===== src/rtl/alu_pkg.sv =====
// Shared definitions for the sequential ALU: opcode encodings and
// control-FSM state encodings used by seq_alu and its control logic.
package alu_pkg;

  localparam logic [3:0] OP_LUI   = 4'b0000;
  localparam logic [3:0] OP_OR    = 4'b0001;
  localparam logic [3:0] OP_SLL   = 4'b0010;
  localparam logic [3:0] OP_ADD   = 4'b0011;
  localparam logic [3:0] OP_SRL   = 4'b0100;
  localparam logic [3:0] OP_SUB   = 4'b0101;
  localparam logic [3:0] OP_AND   = 4'b0110;
  localparam logic [3:0] OP_NOR   = 4'b0111;
  localparam logic [3:0] OP_MULTU = 4'b1000;
  localparam logic [3:0] OP_DIVU  = 4'b1001;
  localparam logic [3:0] OP_SLT   = 4'b1010;
  localparam logic [3:0] OP_SRA   = 4'b1011;

  typedef logic [1:0] state_t;

  localparam state_t ST_IDLE = 2'd0;
  localparam state_t ST_MUL  = 2'd1;
  localparam state_t ST_DIV  = 2'd2;
  localparam state_t ST_DONE = 2'd3;

endpackage


===== src/rtl/seq_alu_muldiv.sv =====
// Iterative multiply / divide datapath, one bit per cycle.
// Multiply: unsigned shift-add on a {hi,lo} product register (lo starts as b).
// Divide (only when SEQ_ALU_DIV_EN is defined): unsigned restoring division,
// hi holds the partial remainder, lo shifts the dividend out and the quotient in.
// next_hi/next_lo present the value after one more step so the control unit
// can register the final result on the last iteration edge.
module seq_alu_muldiv #(
  parameter int DATA_WIDTH = 32
) (
  input  logic                  clk,
  input  logic                  reset,
  input  logic                  load,
`ifdef SEQ_ALU_DIV_EN
  input  logic                  load_div,
`endif
  input  logic                  step,
  input  logic [DATA_WIDTH-1:0] a,
  input  logic [DATA_WIDTH-1:0] b,
  output logic [DATA_WIDTH-1:0] next_hi,
  output logic [DATA_WIDTH-1:0] next_lo
);

  logic [DATA_WIDTH-1:0] work_hi_r;
  logic [DATA_WIDTH-1:0] work_lo_r;
  logic [DATA_WIDTH-1:0] opnd_r;
  logic [DATA_WIDTH:0]   mul_sum_s;
  logic [DATA_WIDTH-1:0] mul_hi_s;
  logic [DATA_WIDTH-1:0] mul_lo_s;

  // One shift-add multiply step: conditionally add the multiplicand, shift right.
  always_comb begin
    if (work_lo_r[0]) begin
      mul_sum_s = {1'b0, work_hi_r} + {1'b0, opnd_r};
    end else begin
      mul_sum_s = {1'b0, work_hi_r};
    end
    mul_hi_s = mul_sum_s[DATA_WIDTH:1];
    mul_lo_s = {mul_sum_s[0], work_lo_r[DATA_WIDTH-1:1]};
  end

`ifdef SEQ_ALU_DIV_EN
  logic                  is_div_r;
  logic [DATA_WIDTH:0]   rem_sh_s;
  logic [DATA_WIDTH:0]   diff_s;
  logic [DATA_WIDTH-1:0] div_hi_s;
  logic [DATA_WIDTH-1:0] div_lo_s;

  // One restoring-division step; a zero divisor never borrows, giving an
  // all-ones quotient and the dividend as remainder.
  always_comb begin
    rem_sh_s = {work_hi_r, work_lo_r[DATA_WIDTH-1]};
    diff_s   = rem_sh_s - {1'b0, opnd_r};
    if (!diff_s[DATA_WIDTH]) begin
      div_hi_s = diff_s[DATA_WIDTH-1:0];
      div_lo_s = {work_lo_r[DATA_WIDTH-2:0], 1'b1};
    end else begin
      div_hi_s = rem_sh_s[DATA_WIDTH-1:0];
      div_lo_s = {work_lo_r[DATA_WIDTH-2:0], 1'b0};
    end
  end

  // Select the step result for the operation in flight.
  always_comb begin
    if (is_div_r) begin
      next_hi = div_hi_s;
      next_lo = div_lo_s;
    end else begin
      next_hi = mul_hi_s;
      next_lo = mul_lo_s;
    end
  end

  // Working registers: load operands at acceptance, then advance one step per cycle.
  always_ff @(posedge clk) begin
    if (!reset) begin
      work_hi_r <= {DATA_WIDTH{1'b0}};
      work_lo_r <= {DATA_WIDTH{1'b0}};
      opnd_r    <= {DATA_WIDTH{1'b0}};
      is_div_r  <= 1'b0;
    end else if (load) begin
      work_hi_r <= {DATA_WIDTH{1'b0}};
      work_lo_r <= load_div ? a : b;
      opnd_r    <= load_div ? b : a;
      is_div_r  <= load_div;
    end else if (step) begin
      work_hi_r <= next_hi;
      work_lo_r <= next_lo;
    end else begin
      work_hi_r <= work_hi_r;
      work_lo_r <= work_lo_r;
    end
  end
`else
  // Multiply is the only iterative operation in this build.
  always_comb begin
    next_hi = mul_hi_s;
    next_lo = mul_lo_s;
  end

  // Working registers: load operands at acceptance, then advance one step per cycle.
  always_ff @(posedge clk) begin
    if (!reset) begin
      work_hi_r <= {DATA_WIDTH{1'b0}};
      work_lo_r <= {DATA_WIDTH{1'b0}};
      opnd_r    <= {DATA_WIDTH{1'b0}};
    end else if (load) begin
      work_hi_r <= {DATA_WIDTH{1'b0}};
      work_lo_r <= b;
      opnd_r    <= a;
    end else if (step) begin
      work_hi_r <= next_hi;
      work_lo_r <= next_lo;
    end else begin
      work_hi_r <= work_hi_r;
      work_lo_r <= work_lo_r;
    end
  end
`endif

endmodule


===== src/rtl/seq_alu.sv =====
// Sequential ALU top: single-cycle datapath, control FSM and registered outputs.
// MULTU (and DIVU when SEQ_ALU_DIV_EN is defined) run for DATA_WIDTH cycles in
// seq_alu_muldiv; without SEQ_ALU_DIV_EN, DIVU behaves as an undefined opcode.
module seq_alu
  import alu_pkg::*;
#(
  parameter int DATA_WIDTH  = 32,
  parameter int SHAMT_WIDTH = $clog2(DATA_WIDTH)
) (
  input  logic                   clk,
  input  logic                   reset,
  input  logic                   start_i,
  input  logic [3:0]             alu_operation_i,
  input  logic [DATA_WIDTH-1:0]  a_i,
  input  logic [DATA_WIDTH-1:0]  b_i,
  input  logic [SHAMT_WIDTH-1:0] shamt_i,
  output logic                   busy_o,
  output logic                   done_o,
  output logic [DATA_WIDTH-1:0]  alu_data_o,
  output logic                   zero_o,
  output logic [DATA_WIDTH-1:0]  hi_o,
  output logic [DATA_WIDTH-1:0]  lo_o
);

  localparam int HALF  = DATA_WIDTH / 2;
  localparam int CNT_W = $clog2(DATA_WIDTH);
  localparam logic [CNT_W-1:0] LAST_CNT = CNT_W'(DATA_WIDTH - 1);

  state_t                state_r;
  logic [CNT_W-1:0]      cnt_r;
  logic                  busy_r;
  logic                  done_r;
  logic [DATA_WIDTH-1:0] alu_r;
  logic                  zero_r;
  logic [DATA_WIDTH-1:0] hi_r;
  logic [DATA_WIDTH-1:0] lo_r;

  logic                  accept_s;
  logic                  load_s;
  logic                  load_div_s;
  logic                  step_s;
  logic [DATA_WIDTH-1:0] single_s;
  logic [DATA_WIDTH-1:0] next_hi_s;
  logic [DATA_WIDTH-1:0] next_lo_s;

  // New requests are taken whenever no iteration is running, including the done cycle.
  assign accept_s = start_i && ((state_r == ST_IDLE) || (state_r == ST_DONE));
  assign step_s   = (state_r == ST_MUL) || (state_r == ST_DIV);

  // Single-cycle result for the current opcode; iterative and undefined opcodes give zero.
  always_comb begin
    case (alu_operation_i)
      OP_LUI:  single_s = {b_i[HALF-1:0], {HALF{1'b0}}};
      OP_OR:   single_s = a_i | b_i;
      OP_SLL:  single_s = b_i << shamt_i;
      OP_ADD:  single_s = a_i + b_i;
      OP_SRL:  single_s = b_i >> shamt_i;
      OP_SUB:  single_s = a_i - b_i;
      OP_AND:  single_s = a_i & b_i;
      OP_NOR:  single_s = ~(a_i | b_i);
      OP_SLT:  single_s = {{(DATA_WIDTH-1){1'b0}}, ($signed(a_i) < $signed(b_i))};
      OP_SRA:  single_s = $signed(b_i) >>> shamt_i;
      default: single_s = {DATA_WIDTH{1'b0}};
    endcase
  end

  // Decide whether an accepted request starts the iterative datapath.
  always_comb begin
    load_s     = 1'b0;
    load_div_s = 1'b0;
    if (accept_s && (alu_operation_i == OP_MULTU)) begin
      load_s = 1'b1;
`ifdef SEQ_ALU_DIV_EN
    end else if (accept_s && (alu_operation_i == OP_DIVU)) begin
      load_s     = 1'b1;
      load_div_s = 1'b1;
`endif
    end else begin
      load_s     = 1'b0;
      load_div_s = 1'b0;
    end
  end

  seq_alu_muldiv #(
    .DATA_WIDTH (DATA_WIDTH)
  ) u_muldiv (
    .clk      (clk),
    .reset    (reset),
    .load     (load_s),
`ifdef SEQ_ALU_DIV_EN
    .load_div (load_div_s),
`endif
    .step     (step_s),
    .a        (a_i),
    .b        (b_i),
    .next_hi  (next_hi_s),
    .next_lo  (next_lo_s)
  );

  // Control FSM and registered result outputs.
  always_ff @(posedge clk) begin
    if (!reset) begin
      state_r <= ST_IDLE;
      cnt_r   <= {CNT_W{1'b0}};
      busy_r  <= 1'b0;
      done_r  <= 1'b0;
      alu_r   <= {DATA_WIDTH{1'b0}};
      zero_r  <= 1'b1;
      hi_r    <= {DATA_WIDTH{1'b0}};
      lo_r    <= {DATA_WIDTH{1'b0}};
    end else begin
      done_r <= 1'b0;
      case (state_r)
        ST_IDLE, ST_DONE: begin
          if (accept_s && load_s) begin
            state_r <= load_div_s ? ST_DIV : ST_MUL;
            busy_r  <= 1'b1;
            cnt_r   <= {CNT_W{1'b0}};
          end else if (accept_s) begin
            state_r <= ST_IDLE;
            alu_r   <= single_s;
            zero_r  <= (single_s == {DATA_WIDTH{1'b0}});
            done_r  <= 1'b1;
          end else begin
            state_r <= ST_IDLE;
          end
        end
        ST_MUL, ST_DIV: begin
          if (cnt_r == LAST_CNT) begin
            state_r <= ST_DONE;
            busy_r  <= 1'b0;
            done_r  <= 1'b1;
            hi_r    <= next_hi_s;
            lo_r    <= next_lo_s;
            alu_r   <= next_lo_s;
            zero_r  <= (next_lo_s == {DATA_WIDTH{1'b0}});
          end else begin
            cnt_r <= cnt_r + {{(CNT_W-1){1'b0}}, 1'b1};
          end
        end
        default: begin
          state_r <= ST_IDLE;
          busy_r  <= 1'b0;
        end
      endcase
    end
  end

  assign busy_o     = busy_r;
  assign done_o     = done_r;
  assign alu_data_o = alu_r;
  assign zero_o     = zero_r;
  assign hi_o       = hi_r;
  assign lo_o       = lo_r;

endmodule


===== config.mk =====
export PLATFORM = sky130hd
export DESIGN_NAME = seq_alu
export DESIGN_NICKNAME = d
export VERILOG_FILES = /design/src/rtl/alu_pkg.sv /design/src/rtl/seq_alu_muldiv.sv /design/src/rtl/seq_alu.sv
export SDC_FILE = /design/constraint.sdc
export NUM_CORES = 1
export LEC_CHECK = 0
export CORE_MARGIN = 8
export CORE_UTILIZATION = 26
export CTS_BUF_LIST = sky130_fd_sc_hd__clkbuf_2 sky130_fd_sc_hd__clkbuf_4 sky130_fd_sc_hd__clkbuf_8
export DETAILED_ROUTE_END_ITERATION = 8
export PLACE_DENSITY_LB_ADDON = 0.05
export SLEW_MARGIN = 20
export SYNTH_ARGS = -nofsm -noshare
export SYNTH_HDL_FRONTEND = slang
export SYNTH_SLANG_ARGS = --single-unit

===== constraint.sdc =====
create_clock -name clk -period 4.25 [get_ports clk]
set_input_delay 0.6375 -clock clk [delete_from_list [all_inputs] [get_ports clk]]
set_output_delay 0.6375 -clock clk [all_outputs]
set_load 0.05 [all_outputs]

==> reports/metrics.json <==
{
  "fp.dieW": {"value": 292, "unit": "um"},
  "cts.htree.levels": {"value": 2},
  "grt_busiest_layer": {"value": "met2"},
  "tightestPinTransition": {"value": 1030, "unit": "ps"},
  "gp_congestion": {"value": 0.979},
  "combinational_power_share": {"value": 41.0, "unit": "%"},
  "number_of_top_level_pins": {"value": 175},
  "max-slew-margin-rel": {"value": 31.0, "unit": "%"},
  "critPathMostFrequentCell": {"value": "sky130_fd_sc_hd__buf_4"},
  "layout.area.seq": {"value": 4050, "unit": "sq um"},
  "grtUsageTotal": {"value": 28.4, "unit": "%"},
  "finalWirelength": {"value": 126, "unit": "mm"},
  "drt-initial-drc-count": {"value": 2289},
  "switchingPower": {"value": 2.59, "unit": "mW"},
  "cts-root-to-sink-buffers": {"value": 3},
  "gr-usage-met2": {"value": 47.9, "unit": "%"},
  "drt-wirelength-per-cell": {"value": 28.9, "unit": "um"},
  "crit_type": {"value": "in -> reg"},
  "largest_net_degree_at_the_start_of_global_routing": {"value": 72},
  "ys_dominant_reg_cell": {"value": "sky130_fd_sc_hd__dfxtp_1"},
  "detailedPlace.worstSlack": {"value": -887, "unit": "ps"},
  "synth.yosys.seq_area_share": {"value": 20.4, "unit": "%"},
  "groute.layer.met3.usage": {"value": 3.92, "unit": "%"},
  "cp_data_required_time": {"value": 4780, "unit": "ps"},
  "cts_buffers": {"value": 40},
  "setup_tns": {"value": -9.70, "unit": "ps"},
  "detailroute.via_count": {"value": 24145},
  "max-cap-violations": {"value": 0},
  "placement.io_buffers": {"value": 174},
  "run_status": {"value": "complete, but fails checks"},
  "worst_hold_slack": {"value": 454, "unit": "ps"},
  "min-delay-path-class": {"value": "reg -> reg"},
  "power.sequential.fraction": {"value": 28.3, "unit": "%"},
  "worst_skew_pair.late_latency": {"value": 610, "unit": "ps"},
  "rsz0062_at_grt": {"value": "yes"},
  "grt_pass1_wl": {"value": 178, "unit": "mm"},
  "synthesis.area": {"value": 19800, "unit": "sq um"},
  "critPathMaxStageDelay": {"value": 500, "unit": "ps"},
  "async_s_r_ff_share_synth": {"value": 0, "unit": "%"},
  "end_kind": {"value": "register"},
  "crit_chain": {"value": "clkdlybuf4s50_1 > buf_12 > buf_4 > mux4_2 > a222oi_1 > buf_4 > nor3_1 > a211oi_1 > a21oi_1 > a211oi_1 > buf_4 > and4bb_2 > nand4_1 > buf_4 > nor4_1 > nand4_1 > o31ai_2"},
  "net_switching_share_of_the_total_power": {"value": 37.2, "unit": "%"},
  "area.growth.synth_to_final": {"value": 44.5, "unit": "%"},
  "final_period_minus_worst_setup_slack": {"value": 4260, "unit": "ps"},
  "pre_repair_dr_iteration_count": {"value": 6},
  "cp_top_family": {"value": "buffers and inverters"},
  "final_cell_area": {"value": 28600, "unit": "sq um"},
  "worstSetupStartpointType": {"value": "primary input"},
  "setup_slack": {"value": -9.70, "unit": "ps"},
  "cellPowerDensity": {"value": 244, "unit": "nW/um^2"},
  "synth_enable_flop_cells": {"value": 0},
  "yosys_warnings": {"value": 0},
  "root_buffer": {"value": "sky130_fd_sc_hd__clkbuf_8"},
  "antenna_found_initial": {"value": 7},
  "globalRouteMet1Util": {"value": 36.6, "unit": "%"},
  "fin_nets": {"value": 3578},
  "postSynthCellCount": {"value": 2649},
  "rows": {"value": 101},
  "worstPathArrival": {"value": 4790, "unit": "ps"},
  "viasPerCell": {"value": 5.54},
  "worstPathBufferInverterCount": {"value": 6},
  "core": {"value": 75700, "unit": "sq um"},
  "nFillCells": {"value": 8008},
  "post-dp-hpwl": {"value": 106, "unit": "mm"},
  "post-route-period-util": {"value": 100, "unit": "%"},
  "cp_max_fo": {"value": 8},
  "ys_seq_elements": {"value": 202},
  "finalHoldViolations": {"value": 0},
  "die-area": {"value": 85200, "unit": "sq um"},
  "final-setup-viol-count": {"value": 1},
  "internal-power": {"value": 4.38, "unit": "mW"},
  "slowest_cell_on_crit_path": {"value": "sky130_fd_sc_hd__mux4_2"},
  "number_of_global_route_vias_before_repair": {"value": 23805},
  "maxClockFrequency": {"value": 235, "unit": "MHz"},
  "tritoncts_num_sinks": {"value": 202},
  "power.clock.fraction": {"value": 30.7, "unit": "%"},
  "global_route.overflow_total": {"value": 0},
  "postSynthAreaPerCell": {"value": 7.47, "unit": "sq um"},
  "final_max_slew_viol_count": {"value": 0},
  "multi_input_comb_area": {"value": 14800, "unit": "sq um"},
  "initial_utilization": {"value": 26.1, "unit": "%"},
  "postPlaceCellArea": {"value": 27500, "unit": "sq um"},
  "power.ir.vdd_worst": {"value": 160, "unit": "uV"},
  "syn_nets": {"value": 2875},
  "drt_drc_violations_left": {"value": 0},
  "die_y": {"value": 292, "unit": "um"},
  "layout.cells.non_filler": {"value": 4359},
  "tritoncts": {"value": "yes"},
  "path_clk_slew": {"value": 60, "unit": "ps"},
  "final_core_utilization": {"value": 37.8, "unit": "%"},
  "cellLeakagePower": {"value": 12.2, "unit": "nW"},
  "worst_clock_skew": {"value": 42.0, "unit": "ps"},
  "antenna_violating_nets_post_route": {"value": 0},
  "final_layout_size_suffix_gt1_share": {"value": 27.8, "unit": "%"},
  "violated_checks": {"value": "setup timing"},
  "number_of_cells_in_the_design_after_placement": {"value": 4286},
  "power": {"value": 6.97, "unit": "mW"},
  "ys_types": {"value": 91}
}
==> logic make-up (layout without fill, tap and decap cells) <==
kind of cell	after synthesis	count (layout)	synth area share [%]
AND/OR/NAND/NOR	898	898	20.7
AO/OA/AOI/OAI	861	861	28.8
buffers and inverters	330	1059	6.75
flip-flops	202	202	20.4
multiplexers	171	171	12.1
adder cells (fa/ha/maj)	150	150	9.60
XOR/XNOR	37	37	1.64
other	0	3	0
==> area by class of cell <==
| type | instances | area share [%] |
|---|---|---|
| clock buffer | 62 | 2.70 |
| multi-input combinational | 2117 | 51.6 |
| tap | 978 | 4.28 |
| antenna | 3 | 0.0262 |
| timing repair buffer | 881 | 25.6 |
| sequential | 202 | 14.1 |
| clock inverter | 6 | 0.276 |
| inverter | 110 | 1.46 |
==> routing by layer <==
metal / vias to the layer above / part of all wire (%)
li1: 11141 / -
met3: 183 / 5.5
met1: 11969 / 43
met4: 2 / 4.4
met2: 850 / 47
met5: - / 0.0087
==> placed cells by master, fill, tap and decap left out, types with 12 or more instances in the layout <==
cell / count
sky130_fd_sc_hd__nand3_1: 57
sky130_fd_sc_hd__nand4_1: 24
sky130_fd_sc_hd__xnor2_1: 18
sky130_fd_sc_hd__clkdlybuf4s50_1: 165
sky130_fd_sc_hd__nor2b_1: 45
sky130_fd_sc_hd__a31oi_1: 27
sky130_fd_sc_hd__nor3_1: 54
sky130_fd_sc_hd__a21oi_1: 249
sky130_fd_sc_hd__nand2b_1: 19
sky130_fd_sc_hd__a21o_1: 32
sky130_fd_sc_hd__xor2_1: 17
sky130_fd_sc_hd__o211ai_1: 18
sky130_fd_sc_hd__a21boi_0: 44
sky130_fd_sc_hd__buf_12: 23
sky130_fd_sc_hd__o21ai_0: 128
sky130_fd_sc_hd__o31ai_1: 14
sky130_fd_sc_hd__mux2_2: 23
sky130_fd_sc_hd__clkbuf_4: 13
sky130_fd_sc_hd__nand2_1: 374
sky130_fd_sc_hd__a211oi_1: 68
sky130_fd_sc_hd__and3_1: 12
sky130_fd_sc_hd__nor2_1: 208
sky130_fd_sc_hd__clkbuf_8: 49
sky130_fd_sc_hd__and2_1: 15
sky130_fd_sc_hd__ha_1: 145
sky130_fd_sc_hd__a22oi_1: 43
sky130_fd_sc_hd__inv_1: 104
sky130_fd_sc_hd__or2_2: 16
sky130_fd_sc_hd__mux4_2: 52
sky130_fd_sc_hd__o211a_1: 12
sky130_fd_sc_hd__buf_4: 686
sky130_fd_sc_hd__dfxtp_1: 201
sky130_fd_sc_hd__o22ai_1: 35
sky130_fd_sc_hd__mux2i_1: 95
sky130_fd_sc_hd__nor4_1: 21
==> worst reg2reg max path: stages (launching register included) <==
cell and delay [ps]:
sky130_fd_sc_hd__dfxtp_1 380, sky130_fd_sc_hd__ha_1 180, sky130_fd_sc_hd__and3_1 160, sky130_fd_sc_hd__ha_1 260, sky130_fd_sc_hd__nand2_2 90, sky130_fd_sc_hd__o21a_2 140
sky130_fd_sc_hd__nand3b_1 140, sky130_fd_sc_hd__buf_12 150, sky130_fd_sc_hd__or4bb_1 510, sky130_fd_sc_hd__nor4_2 250, sky130_fd_sc_hd__nand4_1 110, sky130_fd_sc_hd__and4bb_2 360
sky130_fd_sc_hd__nand4_1 230, sky130_fd_sc_hd__buf_4 230, sky130_fd_sc_hd__nor4_1 260, sky130_fd_sc_hd__nand4_1 140, sky130_fd_sc_hd__o31ai_2 170
==> power groups by stage <==
stage	Clock [mW]	Sequential [mW]	Combinational, mW
3_5_place_dp	0	2.02	2.77
6_report	2.14	1.97	2.86
3_3_place_gp	0	2.02	2.78
2_1_floorplan	0	2.09	1.12
4_1_cts	2.21	1.97	2.79
5_1_grt	2.29	1.98	3.00
==> final timing paths <==
| kind | from | end | depth (start not counted) | slack, ps |
|---|---|---|---|---|
| worst max-delay path | b_i[22] | zero_o | 17 | -10 |
| worst max register to register | cnt_r[0] | zero_o | 16 | 410 |
| worst min-delay path | lo_o[11] | lo_o[11] | 2 | 450 |
| worst min register to register | lo_o[11] | lo_o[11] | 2 | 450 |
==> repair_timing <==
action,CTS,global route
buffers inserted,2,0
hold buffers,0,0
resized for setup,16,37
gates cloned,0,0
pin swaps,6,12
setup endpoints to repair,2,8
endpoints found under the hold margin,0,0
==> cell usage after synthesis (22+ instances only) <==
cell | count | area [sq um]
sky130_fd_sc_hd__mux2i_1 | 96 | 961
sky130_fd_sc_hd__buf_2 | 27 | 135
sky130_fd_sc_hd__ha_1 | 147 | 1840
sky130_fd_sc_hd__inv_1 | 107 | 402
sky130_fd_sc_hd__a21o_1 | 32 | 240
sky130_fd_sc_hd__a31oi_1 | 30 | 188
sky130_fd_sc_hd__o21ai_0 | 131 | 656
sky130_fd_sc_hd__nor4_1 | 22 | 138
sky130_fd_sc_hd__nand4_1 | 24 | 150
sky130_fd_sc_hd__a21oi_1 | 252 | 1260
sky130_fd_sc_hd__mux4_2 | 52 | 1170
sky130_fd_sc_hd__dfxtp_1 | 202 | 4040
sky130_fd_sc_hd__nand3_1 | 57 | 285
sky130_fd_sc_hd__nor2b_1 | 46 | 288
sky130_fd_sc_hd__nand2_1 | 376 | 1410
sky130_fd_sc_hd__a21boi_0 | 44 | 330
sky130_fd_sc_hd__a22oi_1 | 43 | 323
sky130_fd_sc_hd__mux2_2 | 23 | 259
sky130_fd_sc_hd__a211oi_1 | 73 | 548
sky130_fd_sc_hd__clkbuf_1 | 161 | 604
sky130_fd_sc_hd__nor3_1 | 55 | 275
sky130_fd_sc_hd__o22ai_1 | 35 | 219
sky130_fd_sc_hd__nor2_1 | 209 | 785
==> registers in the layout, indices dropped and copies added, names as in the netlist <==
register	flops
alu_data_o	32
hi_o	32
lo_o	32
u_muldiv.opnd_r	32
u_muldiv.work_hi_r	32
u_muldiv.work_lo_r	32
cnt_r	5
state_r	2
busy_o	1
done_o	1
zero_o	1
No activity file was read; power rests on OpenSTA's default activity.
==> RTL edit 1: new RTL, same settings <==
Register the input `b_i` before use, without a reset. The logic sees it one clock later. The other inputs are not delayed to match.
--- a/src/rtl/seq_alu.sv
+++ b/src/rtl/seq_alu.sv
@@ -28,2 +28,8 @@
 
+  logic [DATA_WIDTH-1:0] b_q;
+
+  always_ff @(posedge clk) begin
+    b_q <= b_i;
+  end
+
   state_t                state_r;
@@ -52,12 +58,12 @@
     case (alu_operation_i)
-      OP_LUI:  single_s = {b_i[HALF-1:0], {HALF{1'b0}}};
-      OP_OR:   single_s = a_i | b_i;
-      OP_SLL:  single_s = b_i << shamt_i;
-      OP_ADD:  single_s = a_i + b_i;
-      OP_SRL:  single_s = b_i >> shamt_i;
-      OP_SUB:  single_s = a_i - b_i;
-      OP_AND:  single_s = a_i & b_i;
-      OP_NOR:  single_s = ~(a_i | b_i);
-      OP_SLT:  single_s = {{(DATA_WIDTH-1){1'b0}}, ($signed(a_i) < $signed(b_i))};
-      OP_SRA:  single_s = $signed(b_i) >>> shamt_i;
+      OP_LUI:  single_s = {b_q[HALF-1:0], {HALF{1'b0}}};
+      OP_OR:   single_s = a_i | b_q;
+      OP_SLL:  single_s = b_q << shamt_i;
+      OP_ADD:  single_s = a_i + b_q;
+      OP_SRL:  single_s = b_q >> shamt_i;
+      OP_SUB:  single_s = a_i - b_q;
+      OP_AND:  single_s = a_i & b_q;
+      OP_NOR:  single_s = ~(a_i | b_q);
+      OP_SLT:  single_s = {{(DATA_WIDTH-1){1'b0}}, ($signed(a_i) < $signed(b_q))};
+      OP_SRA:  single_s = $signed(b_q) >>> shamt_i;
       default: single_s = {DATA_WIDTH{1'b0}};
@@ -94,3 +100,3 @@
     .a        (a_i),
-    .b        (b_i),
+    .b        (b_q),
     .next_hi  (next_hi_s),
Formal check against the unedited RTL: not equivalent (a bounded check fails within 4 cycles, from zero or initial values and one cycle with reset low).
==> RTL edit 1 against the original RTL <==
- clock skew is essentially flat
- cell area grew 2.4%
- sequential power grew 19%
- routed wire length is essentially flat
- critical endpoint unchanged
- sequential cell count grew 32
- setup slack gained 75 ps
- via count grew 1.3%
- area after synthesis grew 4.6%
- clock power grew 23%
- power grew 12%
- global-route usage shrank 1.3 points
==> RTL edit 1: results (changes against the original RTL) <==
run_status:
  outcome: "completed"
power:
  cellLeakagePower_uw: 0.0123  # +0.96%
  peakVddDrop_uv: 246  # +54%
  switching_share_pct: 36.6  # -0.61 points
clock_network:
  clkLatencyLatePin_ps: 650  # +40 ps
  clk_pin_slew_ps: 60  # about the same
  htreeDepth: 2  # unchanged
  root_buffer: "clkbuf_8"
  cts_buffers: 47  # +18%
  clockBufferDepth: 3  # unchanged
detailed_routing:
  drtIter0Drc: 2018  # -12%
  drt-total-wl_um: 126000  # about the same
  viasPerCell: 5.47  # -1.3%
  dr.pass1.iters: 6  # unchanged
place:
  gp_congestion: 0.966  # -1.3%
  dpl_cell_area_sq_um: 28000  # +1.8%
  portBuffers: 174  # unchanged
  dp_worst_setup_slack_ps: -1420  # -529 ps
  hpwl_um: 103000  # -2.5%
synth:
  synth_nets: 2958  # +2.9%
  yosys_warnings: 0  # unchanged
  synthTopCellsByArea: "dfxtp_1 23%, ha_1 8.9%, a21oi_1 7.7%, nand2_1 6.1%, mux4_2 5.3%"
  synthDistinctLibCells: 92  # +1.1%
  synth_edf_count: 0  # unchanged
  ys_seq_area_share_pct: 22.6  # +2.2 points
  async_flop_share_pct: 0  # unchanged
  synth.top_cells.by_count: "339 x nand2_1, 319 x a21oi_1, 277 x nor2_1"
  synthFlopType: "dfxtp_1"
setup_path:
  reg2reg_from: "b_q[31]"
  cp_max_fo: 8  # unchanged
  max_stage_delay_ps: 510
  crit_start: "alu_operation_i[2]"
  slowest_stage: "clkdlybuf4s50_1"
  cp.arrival_ps: 4780  # about the same
hold_path:
  hold_class: "in -> reg"
  hold_path.startpoint: "b_i[19]"
global_route:
  grt_antenna_before_repair: 7  # unchanged
  grt_pass1_wl_um: 180000  # +1.2%
  grt_max_degree: 61  # -15%
  grt_pass1_vias: 24726  # +3.9%
  grt_usage_pct: 27.1  # -1.3 points
layout:
  drive_above_1_share_pct: 26.2  # -1.6 points
  nets: 3609  # +0.87%
sta:
  skew_ps: 42.4  # +0.468 ps
  slew_headroom_pct: 31.0  # -0.036 points
RTL edit 1: changes by cell type after synthesis, sizes merged, moves of 10 or more:
cell / delta
o211ai: +14
nor2: +68
buf: +29
a21boi: -36
clkbuf: -26
a21oi: +67
mux2i: +13
xnor2: +10
dfxtp: +32
nor3: -11
nor2b: -26
nand2: -37
nand3: -11
RTL edit 1: final timing paths:
path,endpoint,slack (ps),cells after the start
max,zero_o,70,16
max reg2reg,zero_o,100,11
min reg2reg,hi_o[6],460,2
min,b_q[19],420,1
RTL edit 1: per-layer routing:
metal  GRT usage (%)  routed length [um]  part of all wire, %  vias to the layer above
li1                -                   -                    -                    11341
met1            36.3               57000                   45                    12073
met2            45.0               58400                   46                      852
met3            3.52                6610                  5.2                      195
met4            8.57                4270                  3.4                        4
met5               0                  35                0.028                        -
RTL edit 1: cell families (layout without fill, tap and decap cells):
family	count (synthesis)	count (layout)	share of synthesized area, %
AOI/OAI and AO/OA	903	903	28.3
DFF	234	234	22.6
xor gates and xnor gates	46	46	1.95
and+or+nand+nor	872	872	18.9
adders and majority gates	150	150	9.17
buffers and inverters	342	1030	6.91
other	0	3	0
muxes	185	185	12.2
RTL edit 1: cell type report:
type	instances	area [sq um]
fill	8449	49600
multi-input combinational	2156	14900
sequential	234	4690
timing repair buffer	825	6910
clock buffer	71	902
inverter	119	449
tap	1050	1310
clock inverter	15	159
antenna	3	7.51
RTL edit 1: power by group through the flow:
stage	Sequential (uW)	Clock (uW)	Combinational (uW)
floorplan	2430	0	1180
global placement	2380	0	2740
detailed placement	2380	0	2740
CTS	2330	2750	2760
global route	2340	2850	2970
finish	2340	2640	2820
RTL edit 1: through the flow:
step | instances | hold WS (ps) | TNS [ps] | total power (uW) | utilization (%)
global route | 4472 | 388 | -64.7 | 8160 | 37.1
global placement | 4378 | 448 | -9910 | 5120 | 35.5
finish | 4473 | 421 | 0 | 7800 | 37.1
floorplan | 2732 | 441 | 0 | 3610 | -
detailed placement | 4378 | 450 | -10850 | 5120 | 35.5
CTS | 4466 | 368 | 0 | 7840 | 36.9
RTL edit 1: repair_timing:
item | 4_1_cts | 5_1_grt
endpoints found under the setup margin | 6 | 6
gates resized for setup | 10 | 43
buffers inserted | 2 | 4
hold buffers | 0 | 0
pin swaps | 5 | 14
RTL edit 1: critical path: cells and delay by family:
kind / cells / cell delay [ps]
simple gates: 6 / 1730
buf+inv: 4 / 1060
compound gates: 6 / 1340
==> RTL edit 2: new RTL, config.mk and constraints unchanged <==
Without the edit above. Build with the macro `SEQ_ALU_DIV_EN` defined.
--- a/src/rtl/seq_alu_muldiv.sv
+++ b/src/rtl/seq_alu_muldiv.sv
@@ -6,2 +6,4 @@
 // can register the final result on the last iteration edge.
+`define SEQ_ALU_DIV_EN
+
 module seq_alu_muldiv #(
Formal check against the unedited RTL: not equivalent (Yosys sat finds a counterexample within 4 cycles, from zero or initial values and one cycle with reset low).
==> RTL edit 2 against the original RTL <==
- the run still ends with setup timing left
- routed wire length increased by 18%
- clock skew decreased by 14 ps
- sequential cell count increased by 1
- cell area increased by 18%
- cell count increased by 18%
- power increased by 13%
- area after synthesis increased by 20%
- count of clock-buffer cells in the layout decreased by 9
- setup slack improved by 2.4 ps
- critical path type unchanged
- highest routed layer unchanged
==> RTL edit 2: results (changes against the original RTL) <==
run_status:
  outcome: "finished, violations left"
  violations: "setup timing"
setup_path:
  cp.arrival_ps: 4760  # -30 ps
  crit_start: "alu_operation_i[1]"
  r2r_cells: 19  # +3
  rr_endpoint: "u_muldiv.work_hi_r[27]"
  slowest_stage: "clkdlybuf4s50_1"
power:
  p_comb_share_pct: 49.1  # +8.1 points
  cellLeakagePower_uw: 0.0150  # +23%
  p_int_uw: 4670  # +6.6%
  peakVddDrop_uv: 175  # +9.8%
detailed_routing:
  viasPerCell: 5.53  # -0.17%
  dr.pass1.iters: 7  # +1
  wire_per_inst_um: 28.8  # -0.66%
sta:
  setup_violations: 1  # unchanged
  setup_ws_ps: -7.31  # +2.38 ps
  slew_headroom_pct: 25.9  # -5.1 points
  skew_ps: 27.6  # -14.4 ps
synth:
  synth-compound-area-share_pct: 31.8  # +3.1 points
  yosys.area_share.xor_xnor_pct: 2.22  # +0.58 points
  synth.top_cells.by_count: "358 x nand2_1, 222 x nor2_1, 219 x a21oi_1"
  synth_mux_area_share_pct: 12.1  # +0.020 points
  ys_seq_area_share_pct: 17.1  # -3.3 points
  synthTopCellsByArea: "dfxtp_1 17%, ha_1 9.5%, nand2_1 5.7%, mux2i_1 5.3%, a21oi_1 4.6%"
  synth_nets: 3410  # +19%
place:
  dp_worst_setup_slack_ps: -888  # -1.13 ps
  hpwl_um: 124000  # +17%
  dpl_cell_area_sq_um: 32500  # +18%
  gp_congestion: 0.984  # +0.56%
layout:
  final_area_sq_um: 33700  # +18%
  drive_above_1_share_pct: 27.6  # -0.25 points
  nets: 4214  # +18%
hold_path:
  hold_path.startpoint: "hi_o[3]"
  hold_end: "hi_o[3]"
global_route:
  grt_pass1_vias: 28236  # +19%
  grt_max_degree: 67  # -6.9%
  grt_antenna_before_repair: 10  # +3
  grt_pass1_wl_um: 211000  # +19%
clock_network:
  cts_buffers: 35  # -13%
  clkLatencyLatePin_ps: 580  # -30 ps
-- RTL edit 2: cell count changes after synthesis, moves of 27 or more --
cell      before  now
a21oi_1      252  219
clkbuf_1     161  201
ha_1         147  179
inv_1        107  158
mux2i_1       96  126
nor2b_1       46   73
o211a_1       12   72
o211ai_1      18   97
o21ai_0      131  190
-- RTL edit 2: routing by layer --
metal	wire length (um)	vias up	GRT usage, %
li1	-	13411	-
met1	70700	14180	39.7
met2	65100	798	44.0
met3	8060	133	4.03
met4	4430	6	7.25
met5	36	-	0
-- RTL edit 2: repair_timing --
action / in CTS / in global routing
endpoints found under the setup margin: 7 / 58
hold endpoints to repair: 0 / 0
buffers inserted: 0 / 6
pin swaps: 0 / 18
gates resized for setup: 12 / 69
-- RTL edit 2: cell type report --
class,instances,area (sq um)
Fill cell,9548,56400
Clock buffer,53,661
Sequential cell,203,4070
Inverter,160,601
Clock inverter,10,87.6
Antenna cell,2,5.00
Tap cell,1176,1470
Timing Repair Buffer,1031,8410
Multi-Input combinational cell,2524,18400
-- RTL edit 2: worst register-to-register path, stage by stage, from the launching register on --
cell,delay [ps]
dfxtp_1,400
inv_1,100
ha_1,220
fa_1,430
nor2b_1,230
o31ai_2,140
a21oi_1,210
a32o_1,240
a211oi_1,100
buf_4,160
o31ai_2,300
a21oi_1,110
buf_4,160
xor2_4,160
buf_12,220
buf_4,180
nor2_1,50
a21oi_1,180
a22o_1,220
o22ai_1,90
-- RTL edit 2: through the flow --
step | std cells | total power, uW | setup TNS (ps)
floorplan | 3151 | 3770 | 0
global placement | 5088 | 5790 | -10230
detailed placement | 5088 | 5780 | -10010
CTS | 5151 | 7820 | 0
global route | 5158 | 8250 | -40.6
finish | 5159 | 7850 | -7.31
